<file path="config.mk">
export PLATFORM = sky130hd
export DESIGN_NAME = alu_mul_sequencer
export DESIGN_NICKNAME = d
export VERILOG_FILES = /design/src/rtl/alu_mul_sequencer.sv
export SDC_FILE = /design/constraint.sdc
export NUM_CORES = 1
export LEC_CHECK = 0
export BUFFER_PORTS_ARGS = -buffer_cell sky130_fd_sc_hd__buf_2
export CAP_MARGIN = 20
export CELL_PAD_IN_SITES_DETAIL_PLACEMENT = 1
export CELL_PAD_IN_SITES_GLOBAL_PLACEMENT = 1
export CORE_UTILIZATION = 40
export CTS_CLUSTER_SIZE = 20
export DETAILED_ROUTE_END_ITERATION = 8
export PLACE_DENSITY = 0.84
export SETUP_SLACK_MARGIN = 0.15
export SLEW_MARGIN = 25
export SYNTH_ARGS = -nofsm -noshare
export SYNTH_HDL_FRONTEND = slang
export SYNTH_SLANG_ARGS = --single-unit
export TNS_END_PERCENT = 100
</file>
<file path="constraint.sdc">
create_clock -name i_clk -period 2.1 [get_ports i_clk]
set_input_delay 0.21 -clock i_clk [delete_from_list [all_inputs] [get_ports i_clk]]
set_output_delay 0.21 -clock i_clk [all_outputs]
set_load 0.03 [all_outputs]
</file>
<file path="src/rtl/alu_mul_sequencer.sv">
// rtl/alu_mul_sequencer.sv - 8x8 -> 16-bit shift-add multiplier sequenced over an external 8-bit ALU
//
// Purpose:
//   Computes {ACC,Q} = M * Q by issuing one ALU operation per cycle:
//   alternating ADD (ACC + (Q[0] ? M : 0)) and SHR (shift {C,ACC,Q} right).
//   The add is never skipped, so latency is fixed.
//   The block has no multiplier or adder of its own.
//
// Optional build macro:
//   MUL_SIGNED_EN - two's-complement signed multiply.
//                   C takes the true sign of each sum.
//                   The last partial product is subtracted.
//
// Ports:
//   i_clk            system clock, rising edge
//   i_rst_n          asynchronous active-low reset
//   i_start          request, sampled only in IDLE
//   i_multiplicand   M, captured when start is accepted
//   i_multiplier     Q, captured when start is accepted
//   o_busy           high from the cycle after start is accepted through the done cycle
//   o_done           one-cycle pulse; o_product is valid from this cycle
//   o_product        {ACC,Q}, held until overwritten by the next result
//   o_alu_select     ALU op: 00 ADD, 01 SUB, 10 SHL, 11 SHR
//   o_alu_a          ALU operand A
//   o_alu_b          ALU operand B
//   i_alu_result     ALU result, combinational in the same cycle
//   i_alu_carry      ADD carry-out / SHR bit shifted out
//   i_alu_overflow   signed overflow of ADD/SUB (used only with MUL_SIGNED_EN)

module alu_mul_sequencer #(
    parameter int ITER = 8
) (
    input  logic        i_clk,
    input  logic        i_rst_n,
    input  logic        i_start,
    input  logic [7:0]  i_multiplicand,
    input  logic [7:0]  i_multiplier,
    output logic        o_busy,
    output logic        o_done,
    output logic [15:0] o_product,
    output logic [1:0]  o_alu_select,
    output logic [7:0]  o_alu_a,
    output logic [7:0]  o_alu_b,
    input  logic [7:0]  i_alu_result,
    input  logic        i_alu_carry,
    input  logic        i_alu_overflow
);

    localparam int             CW   = (ITER > 1) ? $clog2(ITER) : 1;
    localparam logic [CW-1:0]  LAST = CW'(ITER - 1);

    localparam logic [1:0] ALU_ADD = 2'b00;
    localparam logic [1:0] ALU_SUB = 2'b01;
    localparam logic [1:0] ALU_SHR = 2'b11;

    // S_LATCH loads the product register one cycle ahead of S_DONE.
    // As a result, done and a registered product appear together.
    typedef enum logic [2:0] {
        S_IDLE,
        S_ADD,
        S_SHIFT,
        S_LATCH,
        S_DONE
    } state_t;

    state_t         r_state;
    state_t         w_next_state;
    logic [7:0]     r_acc;
    logic [7:0]     r_q;
    logic [7:0]     r_m;
    logic           r_c;
    logic [CW-1:0]  r_count;
    logic [15:0]    r_product;
    logic           w_c_next;

`ifdef MUL_SIGNED_EN
    // True sign of the 9-bit sum/difference.
    // This makes the following shift arithmetic.
    assign w_c_next = i_alu_result[7] ^ i_alu_overflow;
`else
    logic w_unused_overflow;
    assign w_unused_overflow = i_alu_overflow;
    assign w_c_next          = i_alu_carry;
`endif

    always_ff @(posedge i_clk or negedge i_rst_n) begin
        if (!i_rst_n) begin
            r_state <= S_IDLE;
        end else begin
            r_state <= w_next_state;
        end
    end

    always_comb begin
        w_next_state = r_state;
        o_alu_select = ALU_ADD;
        o_alu_a      = 8'h00;
        o_alu_b      = 8'h00;
        case (r_state)
            S_IDLE: begin
                if (i_start) begin
                    w_next_state = S_ADD;
                end
            end
            S_ADD: begin
                o_alu_a = r_acc;
                o_alu_b = r_q[0] ? r_m : 8'h00;
`ifdef MUL_SIGNED_EN
                // The multiplier's MSB has negative weight.
                if (r_count == LAST && r_q[0]) begin
                    o_alu_select = ALU_SUB;
                end
`endif
                w_next_state = S_SHIFT;
            end
            S_SHIFT: begin
                o_alu_select = ALU_SHR;
                o_alu_a      = r_acc;
                w_next_state = (r_count == LAST) ? S_LATCH : S_ADD;
            end
            S_LATCH: begin
                w_next_state = S_DONE;
            end
            S_DONE: begin
                w_next_state = S_IDLE;
            end
            default: begin
                w_next_state = S_IDLE;
            end
        endcase
    end

    always_ff @(posedge i_clk or negedge i_rst_n) begin
        if (!i_rst_n) begin
            r_acc     <= 8'h00;
            r_q       <= 8'h00;
            r_m       <= 8'h00;
            r_c       <= 1'b0;
            r_count   <= '0;
            r_product <= 16'h0000;
        end else begin
            case (r_state)
                S_IDLE: begin
                    if (i_start) begin
                        r_acc   <= 8'h00;
                        r_q     <= i_multiplier;
                        r_m     <= i_multiplicand;
                        r_count <= '0;
                    end
                end
                S_ADD: begin
                    r_acc <= i_alu_result;
                    r_c   <= w_c_next;
                end
                S_SHIFT: begin
                    // The ALU fills the vacated MSB with 0.
                    // It is replaced by the saved carry/sign.
                    r_acc <= {r_c, i_alu_result[6:0]};
                    r_q   <= {i_alu_carry, r_q[7:1]};
                    if (r_count != LAST) begin
                        r_count <= r_count + 1'b1;
                    end
                end
                S_LATCH: begin
                    r_product <= {r_acc, r_q};
                end
                default: begin
                end
            endcase
        end
    end

    assign o_busy    = (r_state != S_IDLE);
    assign o_done    = (r_state == S_DONE);
    assign o_product = r_product;

endmodule

</file>
==> reports/qor.csv <==
metric,value,unit
drive_above_1_share,48.1,%
async_flop_share,100,%
critPathArrivalTime,1.64,ns
whs,-0.00864,ns
hp-class,input port to asynchronous set/reset pin,
dpl.hpwl,3170,um
final.setup.tns,0,ns
synth_flop_cell,dfrtp_1,
crit_path_end_kind,output port,
r2r_setup_slack,0.36,ns
row_count,26,
insertion_delay,0.30,ns
via_per_inst,5.12,
first_global_vias,1501,
hold_viol,4,
cts_tree,yes,
setup_viol,0,
drt_pass1_iterations,4,
cts_max_level,2,
antenna_left,0,
slew_headroom,59.9,%
area_delta_synth_final,24.5,%
violations,negative hold slack,
synth.yosys.seq_area_share,55.0,%
portBuffers,63,
synth.avg_cell_area,12.7,um2
ir_drop,0.578,mV
die_h,75.1,um
power_density,1670,mW/mm2
drt_wl_total,4580,um
dieArea,0.00564,mm2
die_x,75.1,um
wl_per_cell,14.9,um
rr_endpoint,r_count[0],
syn-cell-area,0.00214,mm2
outcome,"finished, violations left",
placeableCoreArea,0.00514,mm2
maxCapViolations,0,
critPathBufInv,1,
cp_top_family,simple AND/OR/NAND/NOR gates,
cts.clk_slew.worst_paths,0.08,ns
synthTopCellsByArea,"dfrtp_1, mux2_2, a22o_1",
start_util,41.6,%
n_antenna_cell,0,
ctsHoldBuffers,0,
syn_inst,168,
nets,268,
p_leak,1.37,nW
grt_use_total,17.4,%
antenna_found_initial,0,
critPathSlowestCell,dfrtp_1,
netlist.area_leader.share,55.0,%
path_cells,nor2_1 > and3_2 > and2_1 > buf_2,
drtIter0Drc,62,
dr_total_vias,1571,
yosys.area.top_type,dfrtp_1,
fmax,0.540,GHz
rsz0062_at_grt,false,
grt-ovfl-total,0,
cp_max_fo,11,
cts_buffers,5,
drc,0,
synth_edf_count,0,
tightest_slew,0.601,ns
critical_path_class,flop to output port,
yosys_warnings,0,
reg2reg_depth,4,
clockBufferDepth,2,
synth_nets,199,
gp_congestion,0.696,
r2r_start,r_state[0],
cts_sinks,47,
synth.most_common_cell,dfrtp_1,
yosys.cell_types.count,30,
p_total,4.45,mW
required,1.89,ns
cts-root-buf,clkbuf_8,
grt_max_degree,48,
ys_top_cells_by_count,"dfrtp_1, mux2_2, and2_1",
fin_crit_sh,88.1,%
skew,0.00875,ns
min_period,1.85,ns
start_kind,flop,
ys_ff_latch,47,
crit_path_max_incr_delay,0.53,ns
grt_pass1_wl,7200,um
drv_slew,0,
boundaryPins,65,
state kept, by name, indices dropped and copies added (netlist names):
signal	count
o_product	16
r_acc	8
r_c	1
r_count	3
r_m	8
r_q	8
r_state	3
per-stage QoR:
step | instance area, um2 | util [%] | cells | setup slack (ns)
after floorplan | 2140 | - | 168 | 0.344
after global placement | 2520 | 49.1 | 296 | 0.414
after detailed placement | 2520 | 49.1 | 296 | 0.360
after CTS | 2630 | 51.2 | 303 | 0.167
after global routing | 2660 | 51.8 | 307 | 0.121
final | 2660 | 51.8 | 307 | 0.249
per-layer routing:
metal	up-vias	GRT usage, %	share of wire, %
met4	0	5.03	0.74
met5	-	0	0
met2	50	29.2	49
met1	777	22.1	46
met3	4	4.69	4.8
li1	740	-	-
power by group:
part	switching, mW	leakage, nW	internal (mW)
sequential	0.289	0.585	1.33
combinational	1.25	0.737	0.941
clock	0.282	0.0513	0.349
layout by cell type, fill, tap and decap left out, drive strengths merged, types with 2 or more instances in the layout:
cell	synthesis	final
a2bb2oi	7	7
a22o	12	12
o21ai	6	6
a21oi	5	5
nand2b	2	2
a22oi	6	6
and3b	2	2
buf	7	72
clkbuf	3	6
ha	2	2
and2	16	16
mux2	26	26
nor2	2	2
nor3b	2	2
dfrtp	47	47
inv	4	4
nand2	8	8
o2bb2ai	3	3
timing repair:
item                       in CTS  in global routing
resized for setup               2                  1
setup endpoints to repair       9                 16
buffers inserted                0                  4
cell families after synthesis:
kind of cell             count (synthesis)  share of synthesized area [%]
buffers and inverters                   14                           3.22
AO/OA/AOI/OAI                           41                           14.8
AND/OR/NAND/NOR                         38                           12.1
multiplexers                            26                           13.7
flip-flops                              47                           55.0
adder cells (fa/ha/maj)                  2                           1.17
final cells by class:
type / count / area (um2)
Clock buffer: 6 / 72.6
Clock inverter: 1 / 30.0
Fill cell: 600 / 2480
Inverter: 4 / 15.0
Multi-Input combinational cell: 107 / 895
Sequential cell: 47 / 1180
Tap cell: 70 / 87.6
Timing Repair Buffer: 72 / 383
worst max-delay path by stage:
stage / from / end / slack, ns / cells after the start
global placement: r_state[0] / r_count[1] / 0.41 / 3
CTS: r_state[1] / o_alu_a[0] / 0.17 / 5
global route: r_state[2] / o_alu_b[4] / 0.12 / 4
floorplan: r_state[1] / o_done / 0.34 / 3
finish: r_state[2] / o_alu_b[4] / 0.25 / 4
detailed placement: r_state[0] / r_count[0] / 0.36 / 3
Note: power is estimated with default switching activity, not from simulation.
